`src/rtl/cpu_pkg.sv`:
```
// Shared CPU constants and ALU op encodings used across the datapath slice.
package cpu_pkg;

    localparam int DATA_W  = 32;
    localparam int REG_AW  = 5;
    localparam int CTRL_W  = 4;
    localparam int SHAMT_W = 5;

    typedef enum logic [CTRL_W-1:0] {
        ALU_AND   = 4'b0000,
        ALU_OR    = 4'b0001,
        ALU_ADD   = 4'b0010,
        ALU_XOR   = 4'b0011,
        ALU_ORI   = 4'b0100,
        ALU_ADDIU = 4'b0101,
        ALU_SUB   = 4'b0110,
        ALU_ADDI  = 4'b0111,
        ALU_SLL   = 4'b1000,
        ALU_SLT   = 4'b1001,
        ALU_LUI   = 4'b1111
    } alu_op_e;

endpackage

```
`src/rtl/ex_operand_stage_if.sv`:
```
// ID -> EX instruction bundle plus the flush/stall handshake between ID and the operand stage.
interface ex_operand_stage_if #(
    parameter int DATA_W = cpu_pkg::DATA_W,
    parameter int REG_AW = cpu_pkg::REG_AW,
    parameter int CTRL_W = cpu_pkg::CTRL_W
) ();

    logic              id_valid;
    logic [REG_AW-1:0] id_rs;
    logic [REG_AW-1:0] id_rt;
    logic              id_uses_rs;
    logic              id_uses_rt;
    logic [REG_AW-1:0] id_rd;
    logic [DATA_W-1:0] id_rs_val;
    logic [DATA_W-1:0] id_rt_val;
    logic [DATA_W-1:0] id_imm;
    logic              id_alu_src;
    logic [CTRL_W-1:0] id_alu_ctrl;
    logic [4:0]        id_shamt;
    logic              id_reg_write;
    logic              id_mem_read;
    logic              id_mem_write;
    logic              flush;
    logic              stall_id;

    modport master (
        output id_valid, id_rs, id_rt, id_uses_rs, id_uses_rt, id_rd,
               id_rs_val, id_rt_val, id_imm, id_alu_src, id_alu_ctrl, id_shamt,
               id_reg_write, id_mem_read, id_mem_write, flush,
        input  stall_id
    );

    modport slave (
        input  id_valid, id_rs, id_rt, id_uses_rs, id_uses_rt, id_rd,
               id_rs_val, id_rt_val, id_imm, id_alu_src, id_alu_ctrl, id_shamt,
               id_reg_write, id_mem_read, id_mem_write, flush,
        output stall_id
    );

endinterface

```
`src/rtl/fwd_unit.sv`:
```
// Per-operand forwarding select: MEM result beats WB result beats the registered value; r0 never forwards.
module fwd_unit #(
    parameter int DATA_W = cpu_pkg::DATA_W,
    parameter int REG_AW = cpu_pkg::REG_AW,
    parameter bit EN     = 1'b1
) (
    input  logic [REG_AW-1:0] idx,
    input  logic [DATA_W-1:0] reg_val,
    input  logic              mem_reg_write,
    input  logic [REG_AW-1:0] mem_rd,
    input  logic [DATA_W-1:0] mem_result,
    input  logic              wb_reg_write,
    input  logic [REG_AW-1:0] wb_rd,
    input  logic [DATA_W-1:0] wb_result,
    output logic [DATA_W-1:0] fwd_val
);

    if (EN) begin : g_fwd
        always_comb begin
            fwd_val = reg_val;
            if (idx != '0) begin
                if (mem_reg_write && (mem_rd == idx)) begin
                    fwd_val = mem_result;
                end else if (wb_reg_write && (wb_rd == idx)) begin
                    fwd_val = wb_result;
                end
            end
        end
    end else begin : g_bypass
        // Without forwarding the stage stalls instead, so the sources are deliberately ignored.
        logic unused_srcs;
        assign unused_srcs = ^{idx, mem_reg_write, mem_rd, mem_result,
                               wb_reg_write, wb_rd, wb_result};
        assign fwd_val     = reg_val;
    end

endmodule

```
`src/rtl/ex_operand_stage.sv`:
```
// ID/EX register with operand forwarding and hazard stall. Define EX_FORWARD_EN for MEM/WB
// forwarding with load-use stalls; otherwise any pending EX/MEM write to a used source stalls ID.
module ex_operand_stage
    import cpu_pkg::*;
#(
    parameter int DATA_W = cpu_pkg::DATA_W,
    parameter int REG_AW = cpu_pkg::REG_AW,
    parameter int CTRL_W = cpu_pkg::CTRL_W
) (
    input  logic              clk,
    input  logic              rst,
    ex_operand_stage_if.slave id_bus,
    input  logic              mem_reg_write,
    input  logic [REG_AW-1:0] mem_rd,
    input  logic [DATA_W-1:0] mem_result,
    input  logic              wb_reg_write,
    input  logic [REG_AW-1:0] wb_rd,
    input  logic [DATA_W-1:0] wb_result,
    output logic              ex_valid,
    output logic [DATA_W-1:0] alu_a,
    output logic [DATA_W-1:0] alu_b,
    output logic [CTRL_W-1:0] alu_ctrl,
    output logic [4:0]        alu_shamt,
    output logic [DATA_W-1:0] ex_store_data,
    output logic [REG_AW-1:0] ex_rd,
    output logic              ex_reg_write,
    output logic              ex_mem_read,
    output logic              ex_mem_write
);

    typedef struct packed {
        logic              valid;
        logic [REG_AW-1:0] rs;
        logic [REG_AW-1:0] rt;
        logic [REG_AW-1:0] rd;
        logic [DATA_W-1:0] rs_val;
        logic [DATA_W-1:0] rt_val;
        logic [DATA_W-1:0] imm;
        logic              alu_src;
        logic [CTRL_W-1:0] alu_ctrl;
        logic [4:0]        shamt;
        logic              reg_write;
        logic              mem_read;
        logic              mem_write;
    } id_ex_t;

    id_ex_t            ex_q;
    id_ex_t            id_d;
    logic              hazard;
    logic [DATA_W-1:0] fwd_rs;
    logic [DATA_W-1:0] fwd_rt;

`ifdef EX_FORWARD_EN
    localparam bit FWD_EN = 1'b1;

    // Only a load in EX cannot be forwarded in time; everything else comes from MEM/WB.
    always_comb begin
        hazard = ex_q.valid && ex_q.mem_read && (ex_q.rd != '0) && id_bus.id_valid &&
                 ((id_bus.id_uses_rs && (id_bus.id_rs == ex_q.rd)) ||
                  (id_bus.id_uses_rt && (id_bus.id_rt == ex_q.rd)));
    end
`else
    localparam bit FWD_EN = 1'b0;

    logic rs_busy;
    logic rt_busy;

    // WB writers are not checked: the register file is write-through.
    always_comb begin
        rs_busy = id_bus.id_uses_rs && (id_bus.id_rs != '0) &&
                  ((ex_q.valid && ex_q.reg_write && (id_bus.id_rs == ex_q.rd)) ||
                   (mem_reg_write && (id_bus.id_rs == mem_rd)));
        rt_busy = id_bus.id_uses_rt && (id_bus.id_rt != '0) &&
                  ((ex_q.valid && ex_q.reg_write && (id_bus.id_rt == ex_q.rd)) ||
                   (mem_reg_write && (id_bus.id_rt == mem_rd)));
        hazard  = id_bus.id_valid && (rs_busy || rt_busy);
    end
`endif

    assign id_bus.stall_id = hazard && !id_bus.flush && !rst;

    always_comb begin
        // NOTE: full default first so every path assigns id_d and no latch is inferred.
        id_d = '0;
        if (!(id_bus.flush || hazard)) begin
            id_d.valid     = id_bus.id_valid;
            id_d.rs        = id_bus.id_rs;
            id_d.rt        = id_bus.id_rt;
            id_d.rd        = id_bus.id_rd;
            id_d.rs_val    = id_bus.id_rs_val;
            id_d.rt_val    = id_bus.id_rt_val;
            id_d.imm       = id_bus.id_imm;
            id_d.alu_src   = id_bus.id_alu_src;
            id_d.alu_ctrl  = id_bus.id_alu_ctrl;
            id_d.shamt     = id_bus.id_shamt;
            id_d.reg_write = id_bus.id_reg_write && id_bus.id_valid;
            id_d.mem_read  = id_bus.id_mem_read  && id_bus.id_valid;
            id_d.mem_write = id_bus.id_mem_write && id_bus.id_valid;
        end
    end

    always_ff @(posedge clk) begin
        // NOTE: non-blocking so every flop samples pre-edge values regardless of statement order.
        if (rst) begin
            ex_q <= '0;
        end else begin
            ex_q <= id_d;
        end
    end

    fwd_unit #(.DATA_W(DATA_W), .REG_AW(REG_AW), .EN(FWD_EN)) u_fwd_rs (
        .idx           (ex_q.rs),
        .reg_val       (ex_q.rs_val),
        .mem_reg_write (mem_reg_write),
        .mem_rd        (mem_rd),
        .mem_result    (mem_result),
        .wb_reg_write  (wb_reg_write),
        .wb_rd         (wb_rd),
        .wb_result     (wb_result),
        .fwd_val       (fwd_rs)
    );

    fwd_unit #(.DATA_W(DATA_W), .REG_AW(REG_AW), .EN(FWD_EN)) u_fwd_rt (
        .idx           (ex_q.rt),
        .reg_val       (ex_q.rt_val),
        .mem_reg_write (mem_reg_write),
        .mem_rd        (mem_rd),
        .mem_result    (mem_result),
        .wb_reg_write  (wb_reg_write),
        .wb_rd         (wb_rd),
        .wb_result     (wb_result),
        .fwd_val       (fwd_rt)
    );

    assign ex_valid      = ex_q.valid;
    assign alu_a         = fwd_rs;
    assign alu_b         = ex_q.alu_src ? ex_q.imm : fwd_rt;
    assign alu_ctrl      = ex_q.alu_ctrl;
    assign alu_shamt     = ex_q.shamt;
    assign ex_store_data = fwd_rt;
    assign ex_rd         = ex_q.rd;
    assign ex_reg_write  = ex_q.reg_write;
    assign ex_mem_read   = ex_q.mem_read;
    assign ex_mem_write  = ex_q.mem_write;

endmodule

```
`src/flat_wrapper.sv`:
```
// flat-port wrapper written by rule: the top's interface ports become plain ports
module ex_operand_stage_flat import cpu_pkg::*;
#(
    parameter int DATA_W = cpu_pkg::DATA_W,
    parameter int REG_AW = cpu_pkg::REG_AW,
    parameter int CTRL_W = cpu_pkg::CTRL_W
)
  (clk, rst, mem_reg_write, mem_rd, mem_result, wb_reg_write, wb_rd, wb_result, ex_valid, alu_a, alu_b, alu_ctrl, alu_shamt, ex_store_data, ex_rd, ex_reg_write, ex_mem_read, ex_mem_write, id_bus_id_valid, id_bus_id_rs, id_bus_id_rt, id_bus_id_uses_rs, id_bus_id_uses_rt, id_bus_id_rd, id_bus_id_rs_val, id_bus_id_rt_val, id_bus_id_imm, id_bus_id_alu_src, id_bus_id_alu_ctrl, id_bus_id_shamt, id_bus_id_reg_write, id_bus_id_mem_read, id_bus_id_mem_write, id_bus_flush, id_bus_stall_id);
  ex_operand_stage_if #(.DATA_W(DATA_W), .REG_AW(REG_AW), .CTRL_W(CTRL_W)) id_bus_i ();
  input  logic clk;
  input  logic rst;
  input  logic mem_reg_write;
  input  logic [REG_AW-1:0] mem_rd;
  input  logic [DATA_W-1:0] mem_result;
  input  logic wb_reg_write;
  input  logic [REG_AW-1:0] wb_rd;
  input  logic [DATA_W-1:0] wb_result;
  output logic ex_valid;
  output logic [DATA_W-1:0] alu_a;
  output logic [DATA_W-1:0] alu_b;
  output logic [CTRL_W-1:0] alu_ctrl;
  output logic [4:0] alu_shamt;
  output logic [DATA_W-1:0] ex_store_data;
  output logic [REG_AW-1:0] ex_rd;
  output logic ex_reg_write;
  output logic ex_mem_read;
  output logic ex_mem_write;
  input wire logic [$bits(id_bus_i.id_valid)-1:0] id_bus_id_valid;
  input wire logic [$bits(id_bus_i.id_rs)-1:0] id_bus_id_rs;
  input wire logic [$bits(id_bus_i.id_rt)-1:0] id_bus_id_rt;
  input wire logic [$bits(id_bus_i.id_uses_rs)-1:0] id_bus_id_uses_rs;
  input wire logic [$bits(id_bus_i.id_uses_rt)-1:0] id_bus_id_uses_rt;
  input wire logic [$bits(id_bus_i.id_rd)-1:0] id_bus_id_rd;
  input wire logic [$bits(id_bus_i.id_rs_val)-1:0] id_bus_id_rs_val;
  input wire logic [$bits(id_bus_i.id_rt_val)-1:0] id_bus_id_rt_val;
  input wire logic [$bits(id_bus_i.id_imm)-1:0] id_bus_id_imm;
  input wire logic [$bits(id_bus_i.id_alu_src)-1:0] id_bus_id_alu_src;
  input wire logic [$bits(id_bus_i.id_alu_ctrl)-1:0] id_bus_id_alu_ctrl;
  input wire logic [$bits(id_bus_i.id_shamt)-1:0] id_bus_id_shamt;
  input wire logic [$bits(id_bus_i.id_reg_write)-1:0] id_bus_id_reg_write;
  input wire logic [$bits(id_bus_i.id_mem_read)-1:0] id_bus_id_mem_read;
  input wire logic [$bits(id_bus_i.id_mem_write)-1:0] id_bus_id_mem_write;
  input wire logic [$bits(id_bus_i.flush)-1:0] id_bus_flush;
  output wire logic [$bits(id_bus_i.stall_id)-1:0] id_bus_stall_id;
  assign id_bus_i.id_valid = id_bus_id_valid;
  assign id_bus_i.id_rs = id_bus_id_rs;
  assign id_bus_i.id_rt = id_bus_id_rt;
  assign id_bus_i.id_uses_rs = id_bus_id_uses_rs;
  assign id_bus_i.id_uses_rt = id_bus_id_uses_rt;
  assign id_bus_i.id_rd = id_bus_id_rd;
  assign id_bus_i.id_rs_val = id_bus_id_rs_val;
  assign id_bus_i.id_rt_val = id_bus_id_rt_val;
  assign id_bus_i.id_imm = id_bus_id_imm;
  assign id_bus_i.id_alu_src = id_bus_id_alu_src;
  assign id_bus_i.id_alu_ctrl = id_bus_id_alu_ctrl;
  assign id_bus_i.id_shamt = id_bus_id_shamt;
  assign id_bus_i.id_reg_write = id_bus_id_reg_write;
  assign id_bus_i.id_mem_read = id_bus_id_mem_read;
  assign id_bus_i.id_mem_write = id_bus_id_mem_write;
  assign id_bus_i.flush = id_bus_flush;
  assign id_bus_stall_id = id_bus_i.stall_id;
  ex_operand_stage #(.DATA_W(DATA_W), .REG_AW(REG_AW), .CTRL_W(CTRL_W)) u_core (.clk(clk), .rst(rst), .id_bus(id_bus_i), .mem_reg_write(mem_reg_write), .mem_rd(mem_rd), .mem_result(mem_result), .wb_reg_write(wb_reg_write), .wb_rd(wb_rd), .wb_result(wb_result), .ex_valid(ex_valid), .alu_a(alu_a), .alu_b(alu_b), .alu_ctrl(alu_ctrl), .alu_shamt(alu_shamt), .ex_store_data(ex_store_data), .ex_rd(ex_rd), .ex_reg_write(ex_reg_write), .ex_mem_read(ex_mem_read), .ex_mem_write(ex_mem_write));
endmodule
```
`config.mk`:
```
export PLATFORM = sky130hd
export DESIGN_NAME = ex_operand_stage_flat
export DESIGN_NICKNAME = d
export VERILOG_FILES = /design/src/rtl/cpu_pkg.sv /design/src/rtl/ex_operand_stage_if.sv /design/src/rtl/fwd_unit.sv /design/src/rtl/ex_operand_stage.sv /design/src/flat_wrapper.sv
export SDC_FILE = /design/constraint.sdc
export NUM_CORES = 1
export LEC_CHECK = 0
export CAP_MARGIN = 15
export CORE_AREA = 2 2 125 127
export CTS_CLUSTER_DIAMETER = 100
export DETAILED_ROUTE_END_ITERATION = 10
export DIE_AREA = 0 0 127 129
export PLACE_DENSITY = 0.72
export SYNTH_ARGS = -nofsm -noshare
export SYNTH_HDL_FRONTEND = slang
export SYNTH_HIERARCHICAL = 1
export SYNTH_SLANG_ARGS = --single-unit
```
`constraint.sdc`:
```
create_clock -name clk -period 1.99 [get_ports clk]
set_input_delay 0.199 -clock clk [delete_from_list [all_inputs] [get_ports clk]]
set_output_delay 0.199 -clock clk [all_outputs]
set_load 0.03 [all_outputs]
```
==> results of run 1 <==
-- power breakdown --
part | internal, µW | leakage [µW] | switching (µW)
Combinational | 483 | 0.00176 | 370
Sequential | 2400 | 0.000946 | 34.4
Clock | 2290 | 0.000319 | 1060
Total | 5170 | 0.00303 | 1470
-- path summary, 6_finish.rpt --
check,from,endpoint,slack (ns),depth (start not counted)
setup reg to reg,u_core/ex_rd[0],u_core/ex_q[36],0.19,6
hold reg to reg,u_core/ex_reg_write,u_core/ex_valid,1.09,6
setup / recovery,u_core/ex_rd[0],id_bus_stall_id,-0.10,6
hold / removal,id_bus_id_rd[3],u_core/ex_rd[3],0.35,2
-- timing repair --
action | 4_1_cts | 5_1_grt
pin swaps | 4 | 2
gates resized for setup | 34 | 2
setup endpoints to repair | 32 | 1
-- stage by stage --
stage | worst slack [ns] | std cells | util | hold slack [ns]
after global routing | -0.141 | 785 | 0.480 | 0.337
final | -0.104 | 785 | 0.480 | 0.348
after detailed placement | -0.202 | 754 | 0.438 | 0.765
after floorplan | 0.286 | 397 | - | 0.321
after CTS | -0.0774 | 785 | 0.479 | 0.323
after global placement | -0.193 | 754 | 0.438 | 0.766
-- metal layers --
layer / share of wire / up-vias
li1: - / 1555
met1: 0.37 / 1465
met2: 0.52 / 155
met3: 0.090 / 20
met4: 0.018 / 0
met5: 0 / -
-- critical path: stages, from the launching register on --
cell and delay (ns):
dfxtp_2 0.34, xor2_1 0.17, nor4_1 0.35, a32oi_1 0.13
o22a_1 0.23, nor2b_1 0.11, buf_4 0.16
-- sequential cells by signal, summed over array words and instances, names as in the netlist --
name / flops
u_core/alu_ctrl: 4
u_core/alu_shamt: 5
u_core/ex_mem_read: 1
u_core/ex_mem_write: 1
u_core/ex_q: 97
u_core/ex_rd: 5
u_core/ex_reg_write: 1
u_core/ex_valid: 1
-- layout make-up --
type	count	area, µm²	share of cell area
Clock buffer	19	453	0.0630
Tap cell	188	235	0.0327
Multi-Input combinational cell	187	1390	0.193
Sequential cell	115	2310	0.321
Timing Repair Buffer	263	2600	0.362
Clock inverter	13	206	0.0287
==> results.cfg, run 1 <==
[clock_tree]
clkSlewWorstSetupHoldPaths_ns = 0.05
cts_tree = done
hold_buffers = 0
clock-sinks = 115
cts_buffers = 17
post_cts_buffers = 0
clk_latency_ns = 0.40
cts_max_level = 4
cts_buffer_depth = 2
root_buffer = clkbuf_16

[global_route]
busiest_layer = met2
grt_max_degree = 50
antenna_found_initial = 0
gr-usage-met3 = 0.0611
grt_use_met1 = 0.128
gr-total-overflow = 0
use_met2 = 0.235
track_usage = 0.129
grt_pass1_wl_um = 16200
grt_pass1_vias = 3327

[setup_path]
crit_type = flip-flop to output port
critPathLaunchType = flip-flop
required_ns = 1.79
setup.worst_path.end_class = output port
cp_max_fo = 3
arrival_ns = 1.89

[synthesis]
syn_area_per_cell_um2 = 11.0
synthCells = 397
synthesis.nets = 603
syn_area_um2 = 4350
yosysWarningCount = 6

[finish]
fin_nets = 790
area_growth_pct = 65.1
nFillCells = 1349
final_cell_mix = clkdlybuf4s50_1, and2_1, dfxtp_1
diodes = 0
layout_commonest_cell = clkdlybuf4s50_1
layout-drive-gt1-share = 0.141
design_area_um2 = 7190

[route]
drtPass1Iterations = 4
num_vias = 3195
antenna_left = 0
drc_errors = 0
drt_wl_total_um = 10700
wl_per_cell_um = 13.7
viasPerCell = 4.07
first_iter_violations = 57

[min_path]
hold_path_class = input port to flip-flop

[sta]
period_needed_ns = 2.09
fin_worst_skew_ns = 0.00943
min_period_over_period = 1.05
slew_headroom = 0.751
hold_viol = 0
finalMaxSlewViolations = 0
setup_slack_ns = -0.104
finalSetupTns_ns = -0.104
setup_viol = 1
rsz0062_at_grt = yes
timing.fmax_ghz = 0.478
worst_pin_slew_ns = 0.374

[floorplanning]
die_h_um = 129
start_util = 0.291
core_um2 = 15000
rows = 45
die_x_um = 127
boundaryPins = 321
die_area_um2 = 16400

[power]
leakagePower_uw = 0.00303
p_per_area_nw_per_um2 = 923
ir_drop_mv = 0.481
power_uw = 6630

[placed_design]
numPortBuffers = 250
dp.final_hpwl_um = 8330
place.gp.congestion = 0.858
place_area_um2 = 6560

[run]
cap_violations = 0

[status]
status = finished, violations left
violations = setup timing
Note: power is estimated with default switching activity, not from simulation.
==> run 2, diff against run 1 <==
--- a/config.mk
+++ b/config.mk
@@ -5,6 +5,8 @@
 export SDC_FILE = /design/constraint.sdc
 export NUM_CORES = 1
 export LEC_CHECK = 0
+export ABC_AREA = 0
+export ABC_CLOCK_PERIOD_IN_PS = 1990
 export CAP_MARGIN = 15
 export CORE_AREA = 2 2 125 127
 export CTS_CLUSTER_DIAMETER = 100
==> results of run 2 <==
The final DEF is identical to that of run 1; final timing and power are the same.
